[src/rtl/alu_pkg.sv]
// Shared ALU definitions: op-code constants, op type, legality check and slot state encoding.
// Used by alu_unit, alu_rsp_slot, alu_arbiter and the instruction decoder.
package alu_pkg;

    localparam int ALU_OP_W = 4;

    typedef logic [ALU_OP_W-1:0] alu_op_t;

    localparam alu_op_t ALU_AND = 4'b0000;
    localparam alu_op_t ALU_OR  = 4'b0001;
    localparam alu_op_t ALU_ADD = 4'b0010;
    localparam alu_op_t ALU_SUB = 4'b0110;
    localparam alu_op_t ALU_SLT = 4'b0111;
    localparam alu_op_t ALU_XOR = 4'b1000;
    localparam alu_op_t ALU_SLL = 4'b1001;
    localparam alu_op_t ALU_SRL = 4'b1010;
    localparam alu_op_t ALU_SRA = 4'b1011;

    typedef enum logic {
        SLOT_EMPTY = 1'b0,
        SLOT_FULL  = 1'b1
    } slot_state_t;

    function automatic logic is_legal_op(input alu_op_t op);
        logic legal;
        case (op)
            ALU_AND, ALU_OR, ALU_ADD, ALU_SUB, ALU_SLT,
            ALU_XOR, ALU_SLL, ALU_SRL, ALU_SRA: legal = 1'b1;
            default:                            legal = 1'b0;
        endcase
        return legal;
    endfunction

endpackage

[src/rtl/alu_rsp_slot.sv]
// One-entry response slot for a single requester: EMPTY/FULL FSM, captured result/zero/err,
// and the eligibility signal used by the arbiter (pass-through drain when the consumer is ready).
module alu_rsp_slot
    import alu_pkg::*;
#(
    parameter int DATA_W = 32
) (
    input  logic              clk,
    input  logic              rst_n,
    input  logic              req_valid,
    input  logic              rsp_ready,
    input  logic              grant,
    input  logic [DATA_W-1:0] alu_result,
    input  logic              alu_zero,
    input  logic              alu_err,
    output logic              eligible,
    output logic              rsp_valid,
    output logic [DATA_W-1:0] rsp_result,
    output logic              rsp_zero,
    output logic              rsp_err
);

    slot_state_t       state_q, state_d;
    logic [DATA_W-1:0] result_q, result_d;
    logic              zero_q, zero_d;
    logic              err_q, err_d;

    // Next state, capture of granted op, and eligibility.
    always_comb begin
        state_d  = state_q;
        result_d = result_q;
        zero_d   = zero_q;
        err_d    = err_q;
        eligible = req_valid & ((state_q == SLOT_EMPTY) | rsp_ready);
        case (state_q)
            SLOT_EMPTY: begin
                if (grant) begin
                    state_d = SLOT_FULL;
                end else begin
                    state_d = SLOT_EMPTY;
                end
            end
            SLOT_FULL: begin
                if (grant) begin
                    state_d = SLOT_FULL;
                end else if (rsp_ready) begin
                    state_d = SLOT_EMPTY;
                end else begin
                    state_d = SLOT_FULL;
                end
            end
            default: state_d = SLOT_EMPTY;
        endcase
        if (grant) begin
            result_d = alu_result;
            zero_d   = alu_zero;
            err_d    = alu_err;
        end else begin
            result_d = result_q;
            zero_d   = zero_q;
            err_d    = err_q;
        end
    end

    // Slot state and payload registers.
    always_ff @(posedge clk or negedge rst_n) begin
        if (!rst_n) begin
            state_q  <= SLOT_EMPTY;
            result_q <= '0;
            zero_q   <= 1'b0;
            err_q    <= 1'b0;
        end else begin
            state_q  <= state_d;
            result_q <= result_d;
            zero_q   <= zero_d;
            err_q    <= err_d;
        end
    end

    assign rsp_valid  = (state_q == SLOT_FULL);
    assign rsp_result = result_q;
    assign rsp_zero   = zero_q;
    assign rsp_err    = err_q;

endmodule

[src/rtl/alu_unit.sv]
// Combinational ALU. Shift amount comes from in_1[4:0]; the value shifted is in_2.
// Illegal op codes produce result 0 (and therefore zero 1).
module alu_unit
    import alu_pkg::*;
#(
    parameter int DATA_W = 32
) (
    input  logic [ALU_OP_W-1:0] alu_op,
    input  logic [DATA_W-1:0]   in_1,
    input  logic [DATA_W-1:0]   in_2,
    output logic [DATA_W-1:0]   result,
    output logic                zero
);

    logic [4:0] shamt_s;
    logic       slt_s;

    // Operation select and zero flag.
    always_comb begin
        shamt_s = in_1[4:0];
        slt_s   = ($signed(in_1) < $signed(in_2));
        result  = '0;
        case (alu_op)
            ALU_AND: result = in_1 & in_2;
            ALU_OR:  result = in_1 | in_2;
            ALU_ADD: result = in_1 + in_2;
            ALU_SUB: result = in_1 - in_2;
            ALU_SLT: result = {{(DATA_W-1){1'b0}}, slt_s};
            ALU_XOR: result = in_1 ^ in_2;
            ALU_SLL: result = in_2 << shamt_s;
            ALU_SRL: result = in_2 >> shamt_s;
            ALU_SRA: result = $signed(in_2) >>> shamt_s;
            default: result = '0;
        endcase
        zero = (result == '0);
    end

endmodule

[src/rtl/alu_arbiter.sv]
// Round-robin sharing of one alu_unit between two requesters, one op per cycle in total.
// Optional grant/conflict counters are enabled with `define ALU_ARB_PERF_EN.
module alu_arbiter
    import alu_pkg::*;
#(
    parameter int DATA_W = 32,
    parameter int OP_W   = 4
) (
    input  logic              clk,
    input  logic              rst_n,
    input  logic              req0_valid,
    output logic              req0_ready,
    input  logic [DATA_W-1:0] req0_in_1,
    input  logic [DATA_W-1:0] req0_in_2,
    input  logic [OP_W-1:0]   req0_alu_op,
    output logic              rsp0_valid,
    input  logic              rsp0_ready,
    output logic [DATA_W-1:0] rsp0_result,
    output logic              rsp0_zero,
    output logic              rsp0_err,
    input  logic              req1_valid,
    output logic              req1_ready,
    input  logic [DATA_W-1:0] req1_in_1,
    input  logic [DATA_W-1:0] req1_in_2,
    input  logic [OP_W-1:0]   req1_alu_op,
    output logic              rsp1_valid,
    input  logic              rsp1_ready,
    output logic [DATA_W-1:0] rsp1_result,
    output logic              rsp1_zero,
    output logic              rsp1_err
`ifdef ALU_ARB_PERF_EN
    ,
    output logic [15:0]       perf0_grants,
    output logic [15:0]       perf1_grants,
    output logic [15:0]       perf_conflicts
`endif
);

    logic              elig0_s, elig1_s;
    logic              grant0_s, grant1_s, contested_s;
    logic              last_grant_q, last_grant_d;
    logic [DATA_W-1:0] alu_in_1_s, alu_in_2_s, alu_result_s;
    logic [OP_W-1:0]   alu_op_s;
    logic              alu_zero_s, alu_err_s;

    // Round-robin grant: on contention the requester that lost last time wins.
    always_comb begin
        contested_s  = elig0_s & elig1_s;
        grant0_s     = elig0_s & (~elig1_s | last_grant_q);
        grant1_s     = elig1_s & (~elig0_s | ~last_grant_q);
        last_grant_d = last_grant_q;
        if (contested_s) begin
            last_grant_d = grant1_s;
        end else begin
            last_grant_d = last_grant_q;
        end
        if (grant1_s) begin
            alu_in_1_s = req1_in_1;
            alu_in_2_s = req1_in_2;
            alu_op_s   = req1_alu_op;
        end else begin
            alu_in_1_s = req0_in_1;
            alu_in_2_s = req0_in_2;
            alu_op_s   = req0_alu_op;
        end
        alu_err_s = ~is_legal_op(alu_op_s);
    end

    // Priority pointer; reset value 1 lets requester 0 win the first contest.
    always_ff @(posedge clk or negedge rst_n) begin
        if (!rst_n) begin
            last_grant_q <= 1'b1;
        end else begin
            last_grant_q <= last_grant_d;
        end
    end

    assign req0_ready = grant0_s;
    assign req1_ready = grant1_s;

    alu_unit #(.DATA_W(DATA_W)) u_alu (
        .alu_op (alu_op_s),
        .in_1   (alu_in_1_s),
        .in_2   (alu_in_2_s),
        .result (alu_result_s),
        .zero   (alu_zero_s)
    );

    alu_rsp_slot #(.DATA_W(DATA_W)) u_slot0 (
        .clk        (clk),
        .rst_n      (rst_n),
        .req_valid  (req0_valid),
        .rsp_ready  (rsp0_ready),
        .grant      (grant0_s),
        .alu_result (alu_result_s),
        .alu_zero   (alu_zero_s),
        .alu_err    (alu_err_s),
        .eligible   (elig0_s),
        .rsp_valid  (rsp0_valid),
        .rsp_result (rsp0_result),
        .rsp_zero   (rsp0_zero),
        .rsp_err    (rsp0_err)
    );

    alu_rsp_slot #(.DATA_W(DATA_W)) u_slot1 (
        .clk        (clk),
        .rst_n      (rst_n),
        .req_valid  (req1_valid),
        .rsp_ready  (rsp1_ready),
        .grant      (grant1_s),
        .alu_result (alu_result_s),
        .alu_zero   (alu_zero_s),
        .alu_err    (alu_err_s),
        .eligible   (elig1_s),
        .rsp_valid  (rsp1_valid),
        .rsp_result (rsp1_result),
        .rsp_zero   (rsp1_zero),
        .rsp_err    (rsp1_err)
    );

`ifdef ALU_ARB_PERF_EN
    logic [15:0] perf0_q, perf0_d, perf1_q, perf1_d, conf_q, conf_d;

    // Wrapping grant and conflict counters.
    always_comb begin
        perf0_d = perf0_q;
        perf1_d = perf1_q;
        conf_d  = conf_q;
        if (grant0_s) begin
            perf0_d = perf0_q + 16'd1;
        end else begin
            perf0_d = perf0_q;
        end
        if (grant1_s) begin
            perf1_d = perf1_q + 16'd1;
        end else begin
            perf1_d = perf1_q;
        end
        if (contested_s) begin
            conf_d = conf_q + 16'd1;
        end else begin
            conf_d = conf_q;
        end
    end

    // Counter registers.
    always_ff @(posedge clk or negedge rst_n) begin
        if (!rst_n) begin
            perf0_q <= 16'd0;
            perf1_q <= 16'd0;
            conf_q  <= 16'd0;
        end else begin
            perf0_q <= perf0_d;
            perf1_q <= perf1_d;
            conf_q  <= conf_d;
        end
    end

    assign perf0_grants   = perf0_q;
    assign perf1_grants   = perf1_q;
    assign perf_conflicts = conf_q;
`endif

endmodule

[config.mk]
export PLATFORM = sky130hd
export DESIGN_NAME = alu_arbiter
export DESIGN_NICKNAME = d
export VERILOG_FILES = /design/src/rtl/alu_pkg.sv /design/src/rtl/alu_rsp_slot.sv /design/src/rtl/alu_unit.sv /design/src/rtl/alu_arbiter.sv
export SDC_FILE = /design/constraint.sdc
export NUM_CORES = 1
export LEC_CHECK = 0
export BUFFER_PORTS_ARGS = -buffer_cell sky130_fd_sc_hd__buf_4
export CAP_MARGIN = 0
export CORE_MARGIN = 2
export CORE_UTILIZATION = 50
export DETAILED_ROUTE_END_ITERATION = 12
export PLACE_DENSITY = 0.71
export SETUP_SLACK_MARGIN = 0.4
export SKIP_LAST_GASP = 1
export SYNTH_ARGS = -nofsm -noshare
export SYNTH_HDL_FRONTEND = slang
export SYNTH_HIERARCHICAL = 1
export SYNTH_SLANG_ARGS = --single-unit
[constraint.sdc]
create_clock -name clk -period 8.1 [get_ports clk]
set_input_delay 2.43 -clock clk [delete_from_list [all_inputs] [get_ports clk]]
set_output_delay 2.43 -clock clk [all_outputs]
set_load 0.005 [all_outputs]
==> Word level (Yosys, flattened, before mapping) <==
Memories as Yosys holds them, arrays and structs flattened.
Index checks and enable logic that the tools add are counted.
{ "word_totals": {"out_inout_bits": 72, "elab_cells": 56, "input_bits": 142, "mem_bits_ro": 16, "reg_bits": 71, "mem_count": 1} }
{ "classes": {"eq_ne": 8, "n_lt_le_gt_ge": 1, "reduce_logical": 2, "bitwise": 18, "n_addsub": 2, "n_mux": 12, "n_shift": 3} }
{ "mem_list": {"columns": ["memory", "depth", "word_bits", "rd", "rd_clocked_by_memory_dff", "write_ports", "line", "source"], "rows": [
  ["(name not given)", 16, 1, 1, 0, 0, "alu_pkg.sv:26", "case (op)"]
]} }
{ "op_table": {"columns": ["op", "n"], "rows": [
  ["$pmux W32 S9", 1],
  ["$mux W32", 2],
  ["$add A32 B32 Y32", 1],
  ["$and A32 B32 Y32", 1],
  ["$logic_not A32 Y1", 1],
  ["$lt A32 B32 Y1", 1],
  ["$or A32 B32 Y32", 1],
  ["$shl A32 B5 Y32", 1],
  ["$shr A32 B5 Y32", 1],
  ["$sshr A32 B5 Y32", 1],
  ["$sub A32 B32 Y32", 1],
  ["$xor A32 B32 Y32", 1],
  ["$eq A4 B4 Y1 const B", 4],
  ["$eq A4 B3 Y1 const B", 2],
  ["$mux W1", 6],
  ["$not A1 Y1", 6],
  ["$and A1 B1 Y1", 5],
  ["$eq A4 B1 Y1 const B", 1],
  ["$eq A4 B2 Y1 const B", 1],
  ["$logic_not A4 Y1", 1],
  ["$mux W4", 1],
  ["$or A1 B1 Y1", 4],
  ["$pmux W1 S2", 2]
]} }

==> Logic depth before layout (Yosys ltp) <==
Gate-level depths: netlist of the first run.
{ "logic_depth": {"depth_word": 10, "ltp_mapped": 24, "mapped_depth_nobuf": 20} }

==> Cells and area by module <==
Netlist of the first run, hierarchy kept.
{ "modules_own_cells": {"columns": ["mod", "seq_area_each_um2", "cells_each", "area_each_um2", "instances"], "rows": [
  ["alu_unit", 0.0, 1417, 10273.6, 1],
  ["alu_rsp_slot", 875.8, 76, 1457.6, 2],
  ["alu_arbiter", 26.3, 88, 955.9, 1]
]} }

==> Worst setup path before layout of the first run <==
OpenSTA, ideal clock, no wires.
{ "synth_timing": {"path_kind": "input -> register", "start": "input rsp0_ready", "end": "register u_slot0.zero_q, in the netlist u_slot0/rsp_zero", "stages": 24, "setup_ps": 64, "path_buffers": 6, "t_arrival_ps": 8384, "required_time_ps": 8036, "setup_slack_ps": -349, "path_cell_list": "nand2b_1 and2_1 a21boi_4 buf_6 mux2_2 buf_2 inv_1 clkbuf_1 clkbuf_1 clkbuf_1 ha_1 buf_2 nor2_1 nand3_1 a2111oi_1 o2111ai_1 a211oi_1 nor2_1 a211oi_1 a21oi_1 or4b_1 or4_1 nor4_2 mux2_4"} }
{ "synth_between": {"elab_chain_len": 9, "elab_cells_between_ends": 29, "classes_between": "add/sub (2); order compare (1); eq/ne (8); shift (3); mux (4); bitwise (9); reduce/logical (2)"} }
{ "synth_rtl": {"columns": ["element", "line", "source"], "rows": [
  ["start, declared", "alu_arbiter.sv:17", "input logic rsp0_ready,"],
  ["$or A1 B1 Y1 (*)", "alu_rsp_slot.sv:34", "eligible = req_valid & ((state_q == SLOT_EMPTY) | rsp_ready);"],
  ["$and A1 B1 Y1 (*)", "alu_rsp_slot.sv:34", null],
  ["via elig0_s", "alu_arbiter.sv:39", "logic elig0_s, elig1_s;"],
  ["$not A1 Y1 (*)", "alu_arbiter.sv:50", "grant1_s = elig1_s & (~elig0_s | ~last_grant_q);"],
  ["$or A1 B1 Y1 (*)", "alu_arbiter.sv:50", null],
  ["$and A1 B1 Y1 (*)", "alu_arbiter.sv:50", null],
  ["$mux W32 (*)", "alu_arbiter.sv:57", "if (grant1_s) begin"],
  ["via alu_in_1_s[3]", "alu_arbiter.sv:42", "logic [DATA_W-1:0] alu_in_1_s, alu_in_2_s, alu_result_s;"],
  ["$sub A32 B32 Y32, or another cell as far along", "alu_unit.sv:27", "ALU_SUB: result = in_1 - in_2;"],
  ["$pmux W32 S9 (*)", "alu_unit.sv:23", "case (alu_op)"],
  ["$logic_not A32 Y1 (*)", "alu_unit.sv:35", "zero = (result == '0);"],
  ["via alu_zero_s", "alu_arbiter.sv:44", "logic alu_zero_s, alu_err_s;"],
  ["end signal, assigned", "alu_rsp_slot.sv:75", "zero_q <= zero_d;"],
  ["end, declared", "alu_rsp_slot.sv:25", "logic zero_q, zero_d;"]
]} }
The timed path passes the listed nets; every way through them passes the cells marked *.
A chain may end at the register's enable or synchronous reset.

==> Worst setup path after layout of the first run <==
{ "layout_timing": {"start": "input rsp0_ready", "end": "register u_slot0.zero_q, in the netlist u_slot0/rsp_zero"} }
{ "layout_between": {"elab_chain_len": 9, "elab_cells_between_ends": 29, "classes_between": "add/sub (2); order compare (1); eq/ne (8); shift (3); mux (4); bitwise (9); reduce/logical (2)"} }
{ "layout_rtl": {"columns": ["element", "line"], "rows": [
  ["$or A1 B1 Y1 (*)", "alu_rsp_slot.sv:34"],
  ["$and A1 B1 Y1 (*)", "alu_rsp_slot.sv:34"],
  ["via elig0_s", "alu_arbiter.sv:39"],
  ["$not A1 Y1 (*)", "alu_arbiter.sv:50"],
  ["$or A1 B1 Y1 (*)", "alu_arbiter.sv:50"],
  ["$and A1 B1 Y1 (*)", "alu_arbiter.sv:50"],
  ["$mux W32 (*)", "alu_arbiter.sv:57"],
  ["via alu_in_2_s[24]", "alu_arbiter.sv:42"],
  ["$sub A32 B32 Y32, or another cell as far along", "alu_unit.sv:27"],
  ["$pmux W32 S9 (*)", "alu_unit.sv:23"],
  ["via alu_result_s[27]", "alu_arbiter.sv:42"],
  ["$logic_not A32 Y1 (*)", "alu_unit.sv:35"],
  ["via alu_zero_s", "alu_arbiter.sv:44"]
]} }
Marks and branches as above.

==> results of run 1 <==
==> synthesized netlist by cell type (28+ instances only) <==
cell type / count / area (um^2)
a211oi_1: 34 / 255.2
a21oi_1: 111 / 555.5
buf_2: 30 / 150.1
clkbuf_1: 94 / 352.8
dfrtp_1: 70 / 1752
ha_1: 97 / 1214
inv_1: 101 / 379.1
mux2_2: 94 / 1059
mux2_4: 58 / 870.8
mux2i_1: 59 / 590.6
mux4_2: 53 / 1194
nand2_1: 128 / 480.5
nor2_1: 106 / 397.9
nor3_1: 28 / 140.1
o211ai_1: 29 / 217.7
o21ai_0: 81 / 405.4
==> registers in the layout (all words and copies together) (netlist names) <==
name / cells
last_grant_q: 1
u_slot0/rsp_err: 1
u_slot0/rsp_result: 32
u_slot0/rsp_valid: 1
u_slot0/rsp_zero: 1
u_slot1/rsp_err: 1
u_slot1/rsp_result: 32
u_slot1/rsp_valid: 1
u_slot1/rsp_zero: 1
==> worst max-delay path: cells and delay by family <==
kind	cells	cell delay, ns
AND/OR/NAND/NOR	6	1.44
adder cells (fa/ha/maj)	1	0.40
multiplexers	2	0.71
AO/OA/AOI/OAI	7	2.16
buffers and inverters	4	0.76
==> area by class of cell <==
type | count | area, um^2 | share of cell area [%]
Multi-Input combinational cell | 1328 | 11330 | 67.10
Clock buffer | 10 | 239.0 | 1.415
Clock inverter | 6 | 45.04 | 0.2667
Timing Repair Buffer | 336 | 2631 | 15.58
Inverter | 102 | 390.4 | 2.311
Sequential cell | 71 | 1778 | 10.53
Tap cell | 378 | 473.0 | 2.800
==> metal layers <==
layer	track usage, %	vias to the layer above	share of wire (%)
li1	-	6666	-
met1	55.15	7469	39
met2	64.22	1116	45
met3	6.271	219	11
met4	18.85	0	5.1
met5	0	-	0
==> worst paths after layout <==
kind	startpoint	end	slack (ns)	depth (start not counted)
worst min register to register	u_slot0/rsp_result[28]$_DFFE_PN0P_	u_slot0/rsp_result[28]$_DFFE_PN0P_	0.51	1
worst max-delay path	rsp0_ready	u_slot0/rsp_zero$_DFFE_PN0P_	0.44	20
worst min-delay path	u_slot0/rsp_result[28]$_DFFE_PN0P_	u_slot0/rsp_result[28]$_DFFE_PN0P_	0.51	1
max in group asynchronous	rst_n	u_slot0/rsp_result[29]$_DFFE_PN0P_	5.31	1
min in group asynchronous	rst_n	u_slot0/rsp_result[4]$_DFFE_PN0P_	2.21	1
worst max register to register	u_slot1/rsp_valid$_DFF_PN0_	u_slot0/rsp_zero$_DFFE_PN0P_	2.30	19
==> power by group <==
part           internal [mW]  switching, mW
clock                  0.216          0.149
sequential             0.518          0.107
combinational           1.37           1.71
total                   2.10           1.97
==> kinds of logic after synthesis <==
group	after synthesis
buf+inv	258
mux	286
flops	71
xor+xnor	18
fa+ha+maj	99
simple gates	440
compound gates	485
==> repair_timing <==
| item | in CTS | in global routing |
|---|---|---|
| hold buffers | 0 | 0 |
| endpoints found under the setup margin | 2 | 2 |
| buffers inserted | 0 | 6 |
| gates cloned | 0 | 2 |
| pin swaps | 0 | 5 |
| gates resized for setup | 1 | 28 |
==> results by group, run 1 <==
Clocking
  – CTS max path bufs: 2
  – CTS HTree Levels: 3
  – Clk root buf: clkbuf_16
  – CTS Buf Count: 9
  – CTS clk-pin slew, worst paths: 0.06 ns
  – Clock sink total: a little over 70
  – Skew-Pair Late Insertion Delay: 0.33 ns
  – CTS tree: built

Synthesis
  – Register area share after synthesis: 12.57%
  – Top FF cell, synth: dfrtp_1
  – Yosys cell types: 92
  – Post-Synthesis Cell Area: 0.01414 mm^2
  – Synth Area per Inst: roughly 8.5 um^2
  – Post-synth EDFFs: 0
  – Adder-Cell Fraction of Synth Area: roughly 8.9%
  – Syn Nets: 1898
  – Largest family of logic cells by synthesized area: multiplexers
  – Simple-gate area share of the yosys netlist: 15.72%
  – Cells after Synth: 1657
  – Yosys warns: 6
  – Post-synthesis mux area share: approximately 30%
  – Complex-gate fraction of the synthesized area: a little under a quarter
  – Xor/xnor share of the synthesized area: 1.115%
  – Yosys reg bits: 71
  – Asr flop ratio synth: 100.0%

Layout
  – Fill cells: around 2500
  – Layout cell share with drive strength beyond 1: 33.19%
  – Number of diodes: 0
  – Area growth syn-to-layout: 19.41%
  – Final non-filler cell total: 2231
  – Final net count: 2089
  – Most common cell after layout, fill and taps aside: buf_4
  – Most frequent cells in the layout: buf_4 (326), nand2_1 (128), a21oi_1 (105), nor2_1 (105), inv_1 (97)
  – Post-route cell area: roughly 0.017 mm^2
  – Layout Utilization: 60.80%

Drt
  – DRC: 0
  – Final ANT Viol Nets: 0
  – Vias post-DR: roughly 15000
  – Post-DR wirelength/cell: 28.34 um
  – Via/cell ratio: between 6 and 7
  – Number of DRC markers in iteration 0: 2194
  – Total wire length: 63230 um
  – DR pass1 iterations: 6

Timing
  – Minimum clock period: 7.660 ns
  – Skew final: 0.005068 ns
  – Max Fclk: roughly 0.13 GHz
  – RSZ-0062 raised after global routing: no
  – Max Slew Vio Count: 0
  – Tcrit/Tclk final: between 90% and 100%
  – Max_slew headroom: 19.79%
  – Final hold vios: 0
  – TNS Setup: 0 ns
  – Final Setup Violations: 0
  – Fin Hold WS: 0.5119 ns
  – Worst-margin pin slew: between 1 and 1.5 ns
  – Slack of the critical path: approximately 0.44 ns

Die
  – Die area: slightly below 0.03 mm^2
  – DIE WIDTH: ~170 um
  – Row count: 61
  – Die height: 172.2 um
  – Boundary Pins: 214
  – Initial Util: 50.91%
  – Core ar.: 0.02778 mm^2

Place
  – DP Area: 0.01637 mm^2
  – Placed Cells incl. Taps: 2207
  – Number of port buffers: 213
  – Post-detail-place hpwl: 49220 um
  – GP Congestion: 1.094
  – Pre-CTS setup slack: 0.06574 ns

Power
  – PwrDens: around 240 mW/mm^2
  – P_leak: between 7 and 8 nW
  – PnR Total Power: about 4.1 mW
  – VDD IR max: between 0.1 and 0.15 mV

Global route
  – GRT overflow: 0
  – First-pass GRT wire length: 90690 um
  – GRT Overall Usage: 40.82%
  – Vias in the first global route: 14420
  – Initial antenna violation count: 0
  – Largest net degree at the start of global routing: 83

Worst setup path
  – CP max FO: 31
  – CP max stage delay: approximately 0.52 ns
  – Arr. time, crit path: just under 8 ns
  – Slowest library cell on the worst path: mux2_2
  – CP startpoint kind: input pin
  – Cell chain of the critical path: buf_4 -> nand2b_1 -> and2_1 -> a21boi_4 -> buf_4 -> buf_6 -> mux2_2 -> inv_1 -> ha_1 -> a21o_1 -> a21o_1 -> a21oi_1 -> o211ai_1 -> a221oi_1 -> o311a_1 -> nand3_1 -> and3b_1 -> or4b_1 -> nor4_2 -> mux2_4
  – Required @ worst endpoint: 8.37 ns
  – CP endpoint kind: flop
  – CP Class: in -> reg

Status
  – Status: completed

Min path
  – HP Class: reg -> reg

Run
  – Max-cap violations: 0
(Power assumes the default switching activity.)
==> run 2: changes to the inputs <==
--- a/config.mk
+++ b/config.mk
@@ -5,6 +5,7 @@
 export SDC_FILE = /design/constraint.sdc
 export NUM_CORES = 1
 export LEC_CHECK = 0
+export ABC_AREA = 1
 export BUFFER_PORTS_ARGS = -buffer_cell sky130_fd_sc_hd__buf_4
 export CAP_MARGIN = 0
 export CORE_MARGIN = 2
==> run 2 against run 1 <==
Compared with the run above: sequential power is 7.7% lower; global-route usage is 4.1 points higher; maximum frequency is 6.1% higher; critical endpoint unchanged.
==> results by group, run 2 <==
Power
  – PwrDens: 228.0 mW/mm^2 (-5.3%)
  – PnR Total Power: 3.682 mW (-9.5%)
  – P_leak: 9.742 nW (+30%)
  – VDD IR max: 0.1457 mV (+8.6%)

Synthesis
  – Yosys warns: 6 (unchanged)
  – Register area share after synthesis: 12.44% (-0.13 points)
  – Post-Synthesis Cell Area: 0.01430 mm^2 (+1.1%)
  – Top FF cell, synth: dfrtp_1
  – Most instantiated cells after synthesis: nand2_1 (1170), nand3_1 (436), inv_1 (334)
  – Synth top area cells: nand2_1 (31%), nand3_1 (15%), dfrtp_1 (12%)
  – Most common cell in the netlist: nand2_1
  – Synth Area per Inst: 5.171 um^2 (-39%)
  – Yosys reg bits: 71 (unchanged)
  – Yosys top cell area share: 30.72% (+18 points)
  – Cell taking the most area after synthesis: nand2_1
  – Yosys cell types: 43 (-53%)
  – Cells after Synth: 2765 (+67%)
  – Syn Nets: 3006 (+58%)
  – Asr flop ratio synth: 100.0% (unchanged)
  – Post-synth EDFFs: 0 (unchanged)

Global route
  – Initial antenna violation count: 1 (+1)
  – GRT overflow: 0 (unchanged)
  – GRT Overall Usage: 44.87% (+4.1 points)
  – First-pass GRT wire length: 104200 um (+15%)
  – Vias in the first global route: 18220 (+26%)
  – Largest net degree at the start of global routing: 72 (-13%)

Timing
  – Final Setup Violations: 0 (unchanged)
  – Max Slew Vio Count: 0 (unchanged)
  – RSZ-0062 raised after global routing: no
  – Final hold vios: 0 (unchanged)
  – Fin Hold WS: 0.4772 ns (-0.03469 ns)
  – Max Fclk: 0.1386 GHz (+6.1%)
  – Max_slew headroom: 10.80% (-9.0 points)
  – Minimum clock period: 7.217 ns (-0.4427 ns)
  – TNS Setup: 0 ns (unchanged)
  – Tcrit/Tclk final: 89.10% (-5.5 points)
  – Worst-margin pin slew: 1.335 ns (+0.1487 ns)
  – Skew final: 0.007220 ns (+0.002151 ns)

Drt
  – Final ANT Viol Nets: 0 (unchanged)
  – DR pass1 iterations: 9 (+3)
  – Via/cell ratio: 5.931 (-14%)
  – DRC: 0 (unchanged)
  – Total wire length: 69640 um (+10%)
  – Post-DR wirelength/cell: 21.28 um (-25%)
  – Vias post-DR: 19410 (+25%)
  – Number of DRC markers in iteration 0: 3011 (+37%)

Clocking
  – CTS HTree Levels: 3 (unchanged)
  – CTS resizes: 0 (-1)
  – Clk root buf: clkbuf_16
  – Hold buffers post-CTS: 0 (unchanged)
  – Skew-Pair Late Insertion Delay: 0.34 ns (about the same)
  – Clock sink total: 71 (unchanged)
  – Post-CTS Setup Bufs: 0 (unchanged)
  – CTS Buf Count: 9 (unchanged)
  – CTS max path bufs: 2 (unchanged)
  – CTS tree: built
  – CTS clk-pin slew, worst paths: 0.07 ns (about the same)

Run
  – Max-cap violations: 0 (unchanged)

Worst setup path
  – CP Class: in -> reg
  – Critical Path Most Common Cell: nand2_1
  – Worst path bufs/invs: 4 (unchanged)
  – CP max stage delay: 0.98 ns (+0.46 ns)
  – CP startpoint kind: input pin
  – Required @ worst endpoint: 8.38 ns (about the same)
  – Arr. time, crit path: 7.50 ns (-0.43 ns)
  – Setup crit start: rsp0_ready
  – CP max FO: 26 (-16%)
  – Cell chain of the critical path: buf_4 -> inv_1 -> a21oi_1 -> nand2_4 -> nand2_4 -> buf_4 -> nand2_1 -> nand2_1 -> nor2_2 -> nand2_1 -> buf_4 -> o22ai_1 -> nor2_1 -> o21ai_0 -> nor2_1 -> nand3_1 -> nor2_1 -> nand2_1 -> nor2_1 -> nand3_1 -> nor2_1 -> nand2_1 -> nand2_1
  – CP endpoint kind: flop
  – Top Family by Delay on Critical Path: simple AND/OR/NAND/NOR gates
  – Slowest library cell on the worst path: nand2_1
  – Worst R2R Start: u_slot0/rsp_valid$_DFF_PN0_

Die
  – DIE WIDTH: 173.1 um (+0.53%)
  – Die height: 173.1 um (+0.53%)
  – Boundary Pins: 214 (unchanged)
  – Row count: 61 (unchanged)
  – Initial Util: 51.18% (+0.27 points)
  – Die area: 0.02996 mm^2 (+1.1%)
  – Core ar.: 0.02793 mm^2 (+0.55%)

Layout
  – Most common cell after layout, fill and taps aside: nand2_1
  – Layout cell share with drive strength beyond 1: 11.40% (-22 points)
  – Fill cells: 2982 (+20%)
  – Area growth syn-to-layout: 12.96%
  – Layout Utilization: 57.82% (-3.0 points)
  – Final net count: 3131 (+50%)
  – Number of diodes: 0 (unchanged)
  – Most frequent cells in the layout: nand2_1 (1167), nand3_1 (436), inv_1 (334)

Place
  – Number of port buffers: 213 (unchanged)
  – GP Congestion: 1.069 (-2.2%)
  – Post-detail-place hpwl: 55790 um (+13%)

Min path
  – HP Class: reg -> reg
  – Hold Crit Start: u_slot1/rsp_result[3]$_DFFE_PN0P_

Status
  – Status: completed
==> run 2: cell count changes in the layout (fill, tap and decap cells not counted), sizes merged, moves of 20 or more <==
cell    before   now
a211oi      34     1
a21oi      111    85
buf        334   238
nor2       106   248
o211ai      29     7
inv        100   346
nand3       25   437
mux2       158     0
mux4        68     0
nand4        9    29
nand2      128  1213
o21ai       84    37
mux2i       60     0
==> run 2: power by group <==
part	total [mW]	internal [mW]	switching [mW]
registers	0.577	0.485	0.0917
clock network	0.447	0.273	0.174
logic	2.66	0.814	1.84
==> run 2: final timing paths <==
kind                                                      end  slack, ns  cells past startpoint
hold / removal              u_slot1/rsp_result[3]$_DFFE_PN0P_       0.48                      2
setup reg to reg                 u_slot0/rsp_zero$_DFFE_PN0P_       2.65                     21
max in group asynchronous   u_slot1/rsp_result[1]$_DFFE_PN0P_       5.29                      1
setup / recovery                 u_slot0/rsp_zero$_DFFE_PN0P_       0.88                     23
hold reg to reg             u_slot1/rsp_result[3]$_DFFE_PN0P_       0.48                      2
min in group asynchronous  u_slot1/rsp_result[21]$_DFFE_PN0P_       2.21                      1
==> run 2: cell type report <==
cell class / count / area [um^2] / share of cell area [%]
Clock inverter: 7 / 100.1 / 0.6198
Sequential cell: 71 / 1778 / 11.01
Timing Repair Buffer: 238 / 1812 / 11.22
Inverter: 344 / 1310 / 8.111
Multi-Input combinational cell: 2226 / 10450 / 64.72
Clock buffer: 9 / 225.2 / 1.394
Tap cell: 378 / 473.0 / 2.928
==> run 2: kinds of logic (layout without fill, tap and decap cells) <==
family,after synthesis,in the layout,synth area share (%)
buffers and inverters,468,598,14.74
adder cells (fa/ha/maj),99,99,8.769
XOR/XNOR,1,1,0.06127
AND/OR/NAND/NOR,1960,1960,57.42
flip-flops,71,71,12.44
AO/OA/AOI/OAI,166,166,6.581
==> run 2: per-stage QoR <==
step                cell area, um^2  instances  worst slack [ns]
floorplan                     14300       2765             2.367
global placement              15830       3257            0.9219
detailed placement            15830       3257            0.8165
CTS                           16150       3273             1.148
global route                  16150       3273            0.5830
finish                        16150       3273            0.8830
==> run 2: layer usage <==
metal	wire length, um	global-route usage [%]	up-vias
li1	-	-	8901
met1	26580	56.07	8850
met2	30650	72.00	1368
met3	8020	10.20	293
met4	4392	23.73	0
met5	0	0	-
==> run 2: worst min-delay path: cells and delay by family, from the launching register on <==
family	cells	cell delay, ns
flops	1	0.35
simple gates	2	0.10
